--- src/rtl/dmem_bridge_pkg.sv ---
// Shared definitions for the MEM-stage data bridge: FSM state encodings,
// the read data returned on an aborted access, and the bus address helper.
package dmem_bridge_pkg;

    typedef enum logic [1:0] {
        ST_IDLE = 2'd0,
        ST_BUSY = 2'd1,
        ST_DONE = 2'd2
    } state_e;

    localparam logic [31:0] TIMEOUT_RDATA = 32'h0;

    function automatic logic [31:0] word_align(input logic [31:0] addr);
        return {addr[31:2], 2'b00};
    endfunction

endpackage

--- src/rtl/dmem_bridge_if.sv ---
// MEM-stage port plus external req/ack data bus; master is the bridge,
// slave is the pipeline/memory side.
interface dmem_bridge_if;

    logic        mem_ren;
    logic        mem_wen;
    logic [31:0] mem_addr;
    logic [31:0] mem_dout;
    logic [31:0] mem_din;
    logic        mem_stall;
    logic        mem_misalign;
    logic        mem_timeout;

    logic        bus_req;
    logic        bus_we;
    logic [31:0] bus_addr;
    logic [31:0] bus_wdata;
    logic        bus_ack;
    logic [31:0] bus_rdata;

    modport master (
        input  mem_ren, mem_wen, mem_addr, mem_dout, bus_ack, bus_rdata,
        output mem_din, mem_stall, mem_misalign, mem_timeout,
        output bus_req, bus_we, bus_addr, bus_wdata
    );

    modport slave (
        output mem_ren, mem_wen, mem_addr, mem_dout, bus_ack, bus_rdata,
        input  mem_din, mem_stall, mem_misalign, mem_timeout,
        input  bus_req, bus_we, bus_addr, bus_wdata
    );

endinterface

--- src/rtl/dmem_bridge_wait_timer.sv ---
// Wait-cycle counter: synchronous clear, count enable, terminal count at
// TIMEOUT-1. Saturates at terminal count so it can never wrap.
module wait_timer #(
    parameter int TIMEOUT = 255,
    parameter int CNT_W   = 8
) (
    input  logic clk,
    input  logic rst,
    input  logic clr_i,
    input  logic en_i,
    output logic tc_o
);

    logic [CNT_W-1:0] cnt_q;
    logic [CNT_W-1:0] cnt_d;

    assign tc_o = (cnt_q == CNT_W'(TIMEOUT - 1));

    always_comb begin
        cnt_d = cnt_q;
        if (clr_i) begin
            cnt_d = '0;
        end else if (en_i && !tc_o) begin
            cnt_d = cnt_q + CNT_W'(1);
        end
    end

    always_ff @(posedge clk or posedge rst) begin
        if (rst) begin
            cnt_q <= '0;
        end else begin
            cnt_q <= cnt_d;
        end
    end

endmodule

--- src/rtl/dmem_bridge.sv ---
// Turns each MEM-stage access into one req/ack bus transaction, stalling the
// pipeline until it completes; read data is presented in the DONE cycle.
module dmem_bridge
    import dmem_bridge_pkg::*;
#(
    parameter int TIMEOUT = 255,
    parameter int CNT_W   = 8
) (
    input  logic          clk,
    input  logic          rst,
    dmem_bridge_if.master bif
);

    state_e      state_q;
    logic        bus_req_q;
    logic        bus_we_q;
    logic [31:0] bus_addr_q;
    logic [31:0] bus_wdata_q;
    logic [31:0] rdata_q;
    logic        timeout_q;

    logic acc;
    logic aligned;
    logic start;
    logic in_busy;
    logic tmr_tc;

    assign acc     = bif.mem_ren | bif.mem_wen;
    assign aligned = (bif.mem_addr[1:0] == 2'b00);
    assign start   = (state_q == ST_IDLE) && acc && aligned;
    assign in_busy = (state_q == ST_BUSY);

    // Gated by rst so an access held at the inputs cannot stall the pipe during reset.
    assign bif.mem_stall    = !rst && (start || in_busy);
    assign bif.mem_misalign = !rst && (state_q == ST_IDLE) && acc && !aligned;
    assign bif.mem_timeout  = timeout_q;
    assign bif.mem_din      = rdata_q;
    assign bif.bus_req      = bus_req_q;
    assign bif.bus_we       = bus_we_q;
    assign bif.bus_addr     = bus_addr_q;
    assign bif.bus_wdata    = bus_wdata_q;

    wait_timer #(
        .TIMEOUT (TIMEOUT),
        .CNT_W   (CNT_W)
    ) u_wait_timer (
        .clk   (clk),
        .rst   (rst),
        .clr_i (!in_busy),
        .en_i  (in_busy && !bif.bus_ack),
        .tc_o  (tmr_tc)
    );

    always_ff @(posedge clk or posedge rst) begin
        if (rst) begin
            state_q     <= ST_IDLE;
            bus_req_q   <= 1'b0;
            bus_we_q    <= 1'b0;
            bus_addr_q  <= '0;
            bus_wdata_q <= '0;
            rdata_q     <= '0;
            timeout_q   <= 1'b0;
        end else begin
            case (state_q)
                ST_IDLE: begin
                    if (start) begin
                        bus_req_q   <= 1'b1;
                        bus_we_q    <= bif.mem_wen;
                        bus_addr_q  <= word_align(bif.mem_addr);
                        bus_wdata_q <= bif.mem_dout;
                        state_q     <= ST_BUSY;
                    end
                end
                ST_BUSY: begin
                    // An ack in the terminal-count cycle still completes normally.
                    if (bif.bus_ack) begin
                        bus_req_q <= 1'b0;
                        if (!bus_we_q) begin
                            rdata_q <= bif.bus_rdata;
                        end
                        state_q <= ST_DONE;
                    end else if (tmr_tc) begin
                        bus_req_q <= 1'b0;
                        rdata_q   <= TIMEOUT_RDATA;
                        timeout_q <= 1'b1;
                        state_q   <= ST_DONE;
                    end
                end
                ST_DONE: begin
                    timeout_q <= 1'b0;
                    state_q   <= ST_IDLE;
                end
                default: begin
                    state_q <= ST_IDLE;
                end
            endcase
        end
    end

endmodule

--- src/flat_wrapper.sv ---
// flat-port wrapper written by rule: the top's interface ports become plain ports
module dmem_bridge_flat import dmem_bridge_pkg::*;
#(
    parameter int TIMEOUT = 255,
    parameter int CNT_W   = 8
)
  (clk, rst, bif_mem_ren, bif_mem_wen, bif_mem_addr, bif_mem_dout, bif_bus_ack, bif_bus_rdata, bif_mem_din, bif_mem_stall, bif_mem_misalign, bif_mem_timeout, bif_bus_req, bif_bus_we, bif_bus_addr, bif_bus_wdata);
  dmem_bridge_if bif_i ();
  input  logic clk;
  input  logic rst;
  input wire logic [$bits(bif_i.mem_ren)-1:0] bif_mem_ren;
  input wire logic [$bits(bif_i.mem_wen)-1:0] bif_mem_wen;
  input wire logic [$bits(bif_i.mem_addr)-1:0] bif_mem_addr;
  input wire logic [$bits(bif_i.mem_dout)-1:0] bif_mem_dout;
  input wire logic [$bits(bif_i.bus_ack)-1:0] bif_bus_ack;
  input wire logic [$bits(bif_i.bus_rdata)-1:0] bif_bus_rdata;
  output wire logic [$bits(bif_i.mem_din)-1:0] bif_mem_din;
  output wire logic [$bits(bif_i.mem_stall)-1:0] bif_mem_stall;
  output wire logic [$bits(bif_i.mem_misalign)-1:0] bif_mem_misalign;
  output wire logic [$bits(bif_i.mem_timeout)-1:0] bif_mem_timeout;
  output wire logic [$bits(bif_i.bus_req)-1:0] bif_bus_req;
  output wire logic [$bits(bif_i.bus_we)-1:0] bif_bus_we;
  output wire logic [$bits(bif_i.bus_addr)-1:0] bif_bus_addr;
  output wire logic [$bits(bif_i.bus_wdata)-1:0] bif_bus_wdata;
  assign bif_i.mem_ren = bif_mem_ren;
  assign bif_i.mem_wen = bif_mem_wen;
  assign bif_i.mem_addr = bif_mem_addr;
  assign bif_i.mem_dout = bif_mem_dout;
  assign bif_i.bus_ack = bif_bus_ack;
  assign bif_i.bus_rdata = bif_bus_rdata;
  assign bif_mem_din = bif_i.mem_din;
  assign bif_mem_stall = bif_i.mem_stall;
  assign bif_mem_misalign = bif_i.mem_misalign;
  assign bif_mem_timeout = bif_i.mem_timeout;
  assign bif_bus_req = bif_i.bus_req;
  assign bif_bus_we = bif_i.bus_we;
  assign bif_bus_addr = bif_i.bus_addr;
  assign bif_bus_wdata = bif_i.bus_wdata;
  dmem_bridge #(.TIMEOUT(TIMEOUT), .CNT_W(CNT_W)) u_core (.clk(clk), .rst(rst), .bif(bif_i));
endmodule
--- config.mk ---
export PLATFORM = sky130hd
export DESIGN_NAME = dmem_bridge_flat
export DESIGN_NICKNAME = d
export VERILOG_FILES = /design/src/rtl/dmem_bridge_pkg.sv /design/src/rtl/dmem_bridge_if.sv /design/src/rtl/dmem_bridge_wait_timer.sv /design/src/rtl/dmem_bridge.sv /design/src/flat_wrapper.sv
export SDC_FILE = /design/constraint.sdc
export NUM_CORES = 1
export LEC_CHECK = 0
export CORE_UTILIZATION = 38
export CTS_CLUSTER_DIAMETER = 40
export DETAILED_ROUTE_END_ITERATION = 8
export GPL_ROUTABILITY_DRIVEN = 0
export HOLD_SLACK_MARGIN = 0.15
export PLACE_DENSITY = 0.75
export SKIP_LAST_GASP = 1
export SYNTH_ARGS = -nofsm -noshare
export SYNTH_HDL_FRONTEND = slang
export SYNTH_HIERARCHICAL = 1
export SYNTH_SLANG_ARGS = --single-unit
export TNS_END_PERCENT = 1
--- constraint.sdc ---
create_clock -name clk -period 2.8 [get_ports clk]
set_clock_uncertainty 0.15 [all_clocks]
set_input_delay 0.28 -clock clk [delete_from_list [all_inputs] [get_ports clk]]
set_output_delay 0.28 -clock clk [all_outputs]
set_load 0.1 [all_outputs]
==> metrics.yaml, run 1 <==
status:
  status: "finished, final reports clean"
yosys:
  synth_edf_count: 0
  synthCells: 347
  yosys-top-cells-count: "dfrtp_1 (107), inv_1 (38), mux2_4 (38), nand2_1 (37), mux2i_1 (32)"
  synth_most_common_cell: "dfrtp_1"
  synth_top_area_share_pct: 57.7
  yosys_warnings: 6
  post_synth_num_cell_types: 35
  synth_area_leaders: "dfrtp_1 (58%), mux2_4 (12%), mux2i_1 (6.9%)"
  synth_top_cell_by_area: "dfrtp_1"
  ys_seq_area_share_pct: 57.7
  synth-async-reset-ratio_pct: 100
  synth_seq_cells: 107
  avgSynthCellArea_um2: 13.4
  synth_flop_cell: "dfrtp_1"
  syn_area_mm2: 0.00464
pwr:
  p_leak_uw: 0.00343
  vdd_drop_max_mv: 0.876
  pwr_density_cell_mw_per_mm2: 1250
finish:
  finalNetCount: 646
  fillers: 958
  final_cells: 691
  areaGrowthSynthToFinish_pct: 45.9
  layout-drive-gt1-share_pct: 34.9
  n_antenna_cell: 0
  final_core_util_pct: 58.0
critical_path:
  cp_max_fo: 32
  arrival_ns: 2.42
  cp.required_ns: 2.84
  cp_num_buf_inv: 1
  r2r-start: "u_core/u_wait_timer/cnt_q[0]$_DFFE_PP0P_"
  path_cells: "inv_1, ha_1, nand2_1, nor3_2, nor2_1, a211o_2, mux2i_1"
  crit_type: "flip-flop to flip-flop"
  critPathSlowestCell: "a211o_2"
  worstRegToRegCells: 7
  crit_start: "u_core/u_wait_timer/cnt_q[0]$_DFFE_PP0P_"
  critical_path.top_delay_family: "compound AO/OA/AOI/OAI gates"
  timing.rr.end: "u_core/bif.mem_din[13]$_DFFE_PP0P_"
  r2r_setup_slack_ns: 0.42
  startpoint_type: "flip-flop"
  cpPeakStageDelay_ns: 0.63
  end_kind: "flip-flop"
cts:
  clock_latency_ns: 0.35
  cts_buffer_depth: 2
  cts_root_buf: "clkbuf_16"
  post_cts_resize_count: 0
  clkTransAtPathRegs_ns: 0.07
  htreeDepth: 3
  post_cts_buffers: 0
  cts_tree: "done"
  cts_sinks: 107
  cts_hold_buf: 0
  numCtsBuffers: 9
global_routing:
  grt.busiest_layer: "met2"
  grt_pass1_wl_mm: 17.6
  grt_use_met1_pct: 21.0
  grt_usage_pct: 18.0
  grt_pass1_vias: 3482
  grt_overflow_total: 0
  use_met3_pct: 7.02
  antenna_found_initial: 0
  grt_max_degree: 64
  met2_usage_pct: 30.5
placed_design:
  io_buffers: 199
  place_inst: 675
  hpwl_mm: 7.94
floorplanning:
  die_h_um: 112
  die-area_mm2: 0.0127
  die_w_um: 112
  io_pins: 202
  core-area_mm2: 0.0117
  num_rows: 39
  initial_core_util_pct: 39.8
route:
  drt_iter0_markers: 200
  firstDrtPassIters: 4
  drc: 0
  drt-total-wl_mm: 10.9
  drt.antenna.violating_nets: 0
  wire_per_inst_um: 15.8
  dr_total_vias: 3297
  viasPerCell: 4.77
timing:
  rsz0062_at_grt: "no"
  final-setup-viol-count: 0
  maxSlewViolCount: 0
  slew_headroom_pct: 38.1
  finalHoldViolations: 0
  tightest_slew_ns: 0.929
  timing.final.crit_share_pct: 84.9
  fmax_mhz: 421
  period_needed_ns: 2.38
job:
  maxCapViolCount: 0
hold_path:
  hp-class: "input pin to asynchronous set/reset pin"
-- cell families (layout without fill, tap and decap cells) --
logic type	count (synthesis)	count (layout)	synth area share, %
AO/OA/AOI/OAI	22	22	3.43
adder cells (fa/ha/maj)	2	2	0.539
buffers and inverters	58	258	6.74
flip-flops	107	107	57.7
multiplexers	96	96	25.5
other	1	2	0.0809
AND/OR/NAND/NOR	61	61	5.96
-- worst max path at each step --
stage,to,depth (start not counted)
6_report,u_core/bif.mem_din[13]$_DFFE_PP0P_,7
5_1_grt,u_core/bif.mem_din[22]$_DFFE_PP0P_,7
4_1_cts,u_core/bif.mem_din[22]$_DFFE_PP0P_,7
3_5_place_dp,u_core/bif.mem_din[22]$_DFFE_PP0P_,7
3_3_place_gp,u_core/bif.mem_din[14]$_DFFE_PP0P_,7
2_1_floorplan,u_core/bif.bus_addr[10]$_DFFE_PP0P_,1
-- final cells by class --
type | count | area (um2) | area share [%]
Clock buffer | 10 | 239 | 3.53
Clock inverter | 6 | 48.8 | 0.721
Inverter | 38 | 145 | 2.14
Multi-Input combinational cell | 183 | 1660 | 24.5
Sequential cell | 107 | 2680 | 39.6
Tap cell | 143 | 179 | 2.64
Timing Repair Buffer | 204 | 1820 | 26.9
-- layer usage --
layer | up-vias | wire length (um)
met5 | - | 0
met4 | 0 | 133
met3 | 12 | 956
met2 | 150 | 5380
met1 | 1588 | 4470
li1 | 1547 | -
-- per-stage QoR --
step                instance area [um2]  hold slack [ns]  worst slack (ns)  setup TNS [ns]  power, uW
floorplan                          4650          -0.0543            -0.220          -21.88       6190
global placement                   6480            0.340             0.559               0       7220
detailed placement                 6480            0.343             0.443               0       7280
CTS                                6770            0.195             0.434               0       8520
global route                       6770            0.234             0.290               0       8740
finish                             6770            0.199             0.423               0       8450
-- worst register-to-register path: cells and delay by family, from the launching register on --
kind            cells  cell delay (ns)
fa+ha+maj           1             0.21
mux                 1             0.26
flops               1             0.43
buf+inv             1             0.10
compound gates      1             0.63
simple gates        3             0.45
-- where the power goes --
group	switching [uW]	total, uW	leakage [uW]	internal (uW)
Sequential	255	2250	0.00131	1990
Clock	583	1220	0.000143	638
Combinational	3880	4980	0.00198	1100
Total	4720	8450	0.00343	3730
-- layout by cell type, fill, tap and decap left out, types with 2 or more instances in the layout --
master,synthesis,final
nand2_1,37,37
and3_1,3,3
conb_1,1,2
mux2_4,38,38
mux2_2,26,26
clkbuf_16,0,9
inv_1,38,37
clkinv_4,0,3
nor2_1,7,7
ha_1,2,2
o21ai_0,3,3
a311oi_1,2,2
nand3_1,3,3
a21oi_1,7,7
buf_4,3,101
buf_12,0,3
a211oi_1,2,2
inv_6,0,2
clkdlybuf4s50_1,0,100
a41oi_1,2,2
mux2i_1,32,32
nor3_1,5,4
nor3_2,1,2
dfrtp_1,107,107
-- sequential cells by signal, summed over array words and instances, names as in the netlist --
name and cells:
u_core/bif.mem_timeout 1, u_core/bif.bus_addr 30, u_core/bif.bus_req 1, u_core/state_q 2, u_core/bif.bus_we 1, u_core/bif.bus_wdata 32
u_core/bif.mem_din 32, u_core/u_wait_timer/cnt_q 8
Note: power is estimated with default switching activity, not from simulation.
==> run 2, diff against run 1 <==
--- a/config.mk
+++ b/config.mk
@@ -5,12 +5,12 @@
 export SDC_FILE = /design/constraint.sdc
 export NUM_CORES = 1
 export LEC_CHECK = 0
-export CORE_UTILIZATION = 38
+export CORE_UTILIZATION = 42
 export CTS_CLUSTER_DIAMETER = 40
 export DETAILED_ROUTE_END_ITERATION = 8
 export GPL_ROUTABILITY_DRIVEN = 0
 export HOLD_SLACK_MARGIN = 0.15
-export PLACE_DENSITY = 0.75
+export PLACE_DENSITY = 0.79
 export SKIP_LAST_GASP = 1
 export SYNTH_ARGS = -nofsm -noshare
 export SYNTH_HDL_FRONTEND = slang
==> constraint.sdc (replaced) <==
create_clock -name clk -period 2.23 [get_ports clk]
set_clock_uncertainty 0.15 [all_clocks]
set_input_delay 0.223 -clock clk [delete_from_list [all_inputs] [get_ports clk]]
set_output_delay 0.223 -clock clk [all_outputs]
set_load 0.1 [all_outputs]
==> metrics.yaml, run 2 (synthesis gave the netlist of run 1 again) <==
cts:
  cts_root_buf: "clkbuf_8"
  htreeDepth: 3  # unchanged
  clkTransAtPathRegs_ns: 0.10  # +0.03 ns
  cts_sinks: 107  # unchanged
  cts_buffer_depth: 2  # unchanged
  clock_latency_ns: 0.36  # about the same
  cts_tree: "done"
  numCtsBuffers: 9  # unchanged
  cts_hold_buf: 0  # unchanged
  post_cts_buffers: 0  # unchanged
hold_path:
  hp-class: "input pin to asynchronous set/reset pin"
finish:
  seq_area_mm2: 0.00268  # unchanged
  final_cell_mix: "dfrtp_1 (107), buf_4 (104), clkdlybuf4s50_1 (100), mux2_4 (38)"
  fillers: 848  # -11%
  finalNetCount: 652  # +0.93%
  layout-drive-gt1-share_pct: 35.6  # +0.71 points
  areaGrowthSynthToFinish_pct: 46.3
  n_antenna_cell: 0  # unchanged
  multi_input_area_mm2: 0.00166  # +0.23%
  layout_commonest_cell: "dfrtp_1"
placed_design:
  hpwl_mm: 8.21  # +3.4%
  io_buffers: 199  # unchanged
critical_path:
  end_kind: "flip-flop"
  startpoint_type: "flip-flop"
  worstRegToRegCells: 8  # +1
  cp_max_fo: 32  # unchanged
  r2r_setup_slack_ns: 0.14  # -0.28 ns
  timing.rr.end: "u_core/bif.mem_din[12]$_DFFE_PP0P_"
  arrival_ns: 2.22  # -0.20 ns
  cp.required_ns: 2.36  # -0.48 ns
  crit_type: "flip-flop to flip-flop"
  r2r-start: "u_core/u_wait_timer/cnt_q[0]$_DFFE_PP0P_"
pwr:
  p_clk_share_pct: 12.6  # -1.8 points
  sequentialPowerShare_pct: 27.1  # +0.5 points
  sw_frac_of_total_pct: 56.2  # +0.34 points
  vdd_drop_max_mv: 1.20  # +37%
  finalPower_uw: 10400  # +23%
  pwr_density_cell_mw_per_mm2: 1540  # +23%
  combPwrFrac_pct: 60.2  # +1.3 points
  intPower_uw: 4570  # +22%
  p_leak_uw: 0.00345  # +0.45%
  net-switching-power_uw: 5850  # +24%
floorplanning:
  core-area_mm2: 0.0108  # -7.5%
  num_rows: 38  # -2.6%
  die_w_um: 107  # -4.8%
  die-area_mm2: 0.0115  # -9.4%
  initial_core_util_pct: 43.0  # +3.2 points
  die_h_um: 107  # -4.8%
  io_pins: 202  # unchanged
timing:
  rsz0062_at_grt: "no"
  fmax_mhz: 478  # +14%
  period_needed_ns: 2.09  # -0.286 ns
  finalHoldViolations: 0  # unchanged
  maxSlewViolCount: 0  # unchanged
  timing.final.crit_share_pct: 93.8  # +8.9 points
  final-setup-viol-count: 0  # unchanged
  fin_setup_tns_ns: 0  # unchanged
route:
  wire_per_inst_um: 15.6  # -1.2%
  drt.antenna.violating_nets: 0  # unchanged
  drt-total-wl_mm: 10.9  # -0.78%
  dr_total_vias: 3336  # +1.2%
  drc: 0  # unchanged
  drt_iter0_markers: 186  # -7.0%
  firstDrtPassIters: 4  # unchanged
  viasPerCell: 4.81  # +0.75%
global_routing:
  grt_pass1_wl_mm: 17.0  # -3.3%
  grt_max_degree: 33  # -48%
  antenna_found_initial: 0  # unchanged
  grt_pass1_vias: 3428  # -1.6%
  grt_overflow_total: 0  # unchanged
  grt_usage_pct: 19.4  # +1.4 points
job:
  maxCapViolCount: 0  # unchanged
status:
  status: "finished, final reports clean"
[run 2: timing repair]
item,CTS,global route
setup endpoints to repair,0,1
resized for setup,0,1
endpoints found under the hold margin,0,0
[run 2: routing by layer]
metal / share of wire (%) / track usage, % / routed length [um]
met1: 41 / 24.2 / 4460
met2: 47 / 31.0 / 5150
met3: 9.0 / 6.44 / 982
met4: 2.5 / 7.63 / 269
met5: 0 / 0 / 0
[run 2: critical path, cell delays in order (launching register included)]
cell	delay [ns]
dfrtp_1	0.43
inv_1	0.09
ha_1	0.21
nand2_1	0.09
nor3_2	0.19
nor2_1	0.09
a211o_2	0.32
buf_12	0.19
mux2i_1	0.22
[run 2: through the flow]
step                      area [um2]  worst slack (ns)  util (%)  cells  hold slack, ns
after floorplan                 4650            -0.733         -    348          -0.111
after global placement          6560             0.238      60.8    678           0.340
after detailed placement        6560             0.177      60.8    678           0.344
after CTS                       6780            0.0374      62.8    694           0.159
after global routing            6790           0.00895      62.9    694           0.206
final                           6790             0.139      62.9    694           0.180
[run 2: worst max-delay path by stage]
| stage | cells after the start | slack (ns) | from | end |
|---|---|---|---|---|
| after floorplan | 1 | -0.73 | rst | u_core/bif.bus_addr[10]$_DFFE_PP0P_ |
| after global placement | 5 | 0.24 | bif_mem_wen | u_core/bif.bus_addr[5]$_DFFE_PP0P_ |
| after detailed placement | 8 | 0.18 | u_core/u_wait_timer/cnt_q[0]$_DFFE_PP0P_ | u_core/bif.mem_din[12]$_DFFE_PP0P_ |
| after CTS | 5 | 0.04 | u_core/state_q[0]$_DFFE_PP0P_ | bif_mem_stall |
| after global routing | 8 | 0.009 | u_core/u_wait_timer/cnt_q[0]$_DFFE_PP0P_ | u_core/bif.mem_din[12]$_DFFE_PP0P_ |
| final | 8 | 0.14 | u_core/u_wait_timer/cnt_q[0]$_DFFE_PP0P_ | u_core/bif.mem_din[12]$_DFFE_PP0P_ |
[run 2: power groups by stage]
stage	clock [uW]	sequential, uW	combinational [uW]
after detailed placement	0	2860	6310
after floorplan	0	6930	836
after global placement	0	2840	6250
final	1310	2830	6280
after CTS	1360	2840	6310
after global routing	1440	2900	6440
[run 2: layout make-up]
| cell class | count | area share, % |
|---|---|---|
| clock buffers | 11 | 2.08 |
| clock inverters | 5 | 1.22 |
| inverters | 38 | 2.14 |
| multi-input cells | 183 | 24.5 |
| flip-flops and latches | 107 | 39.5 |
| well taps | 140 | 2.58 |
| repair buffers | 210 | 28.0 |
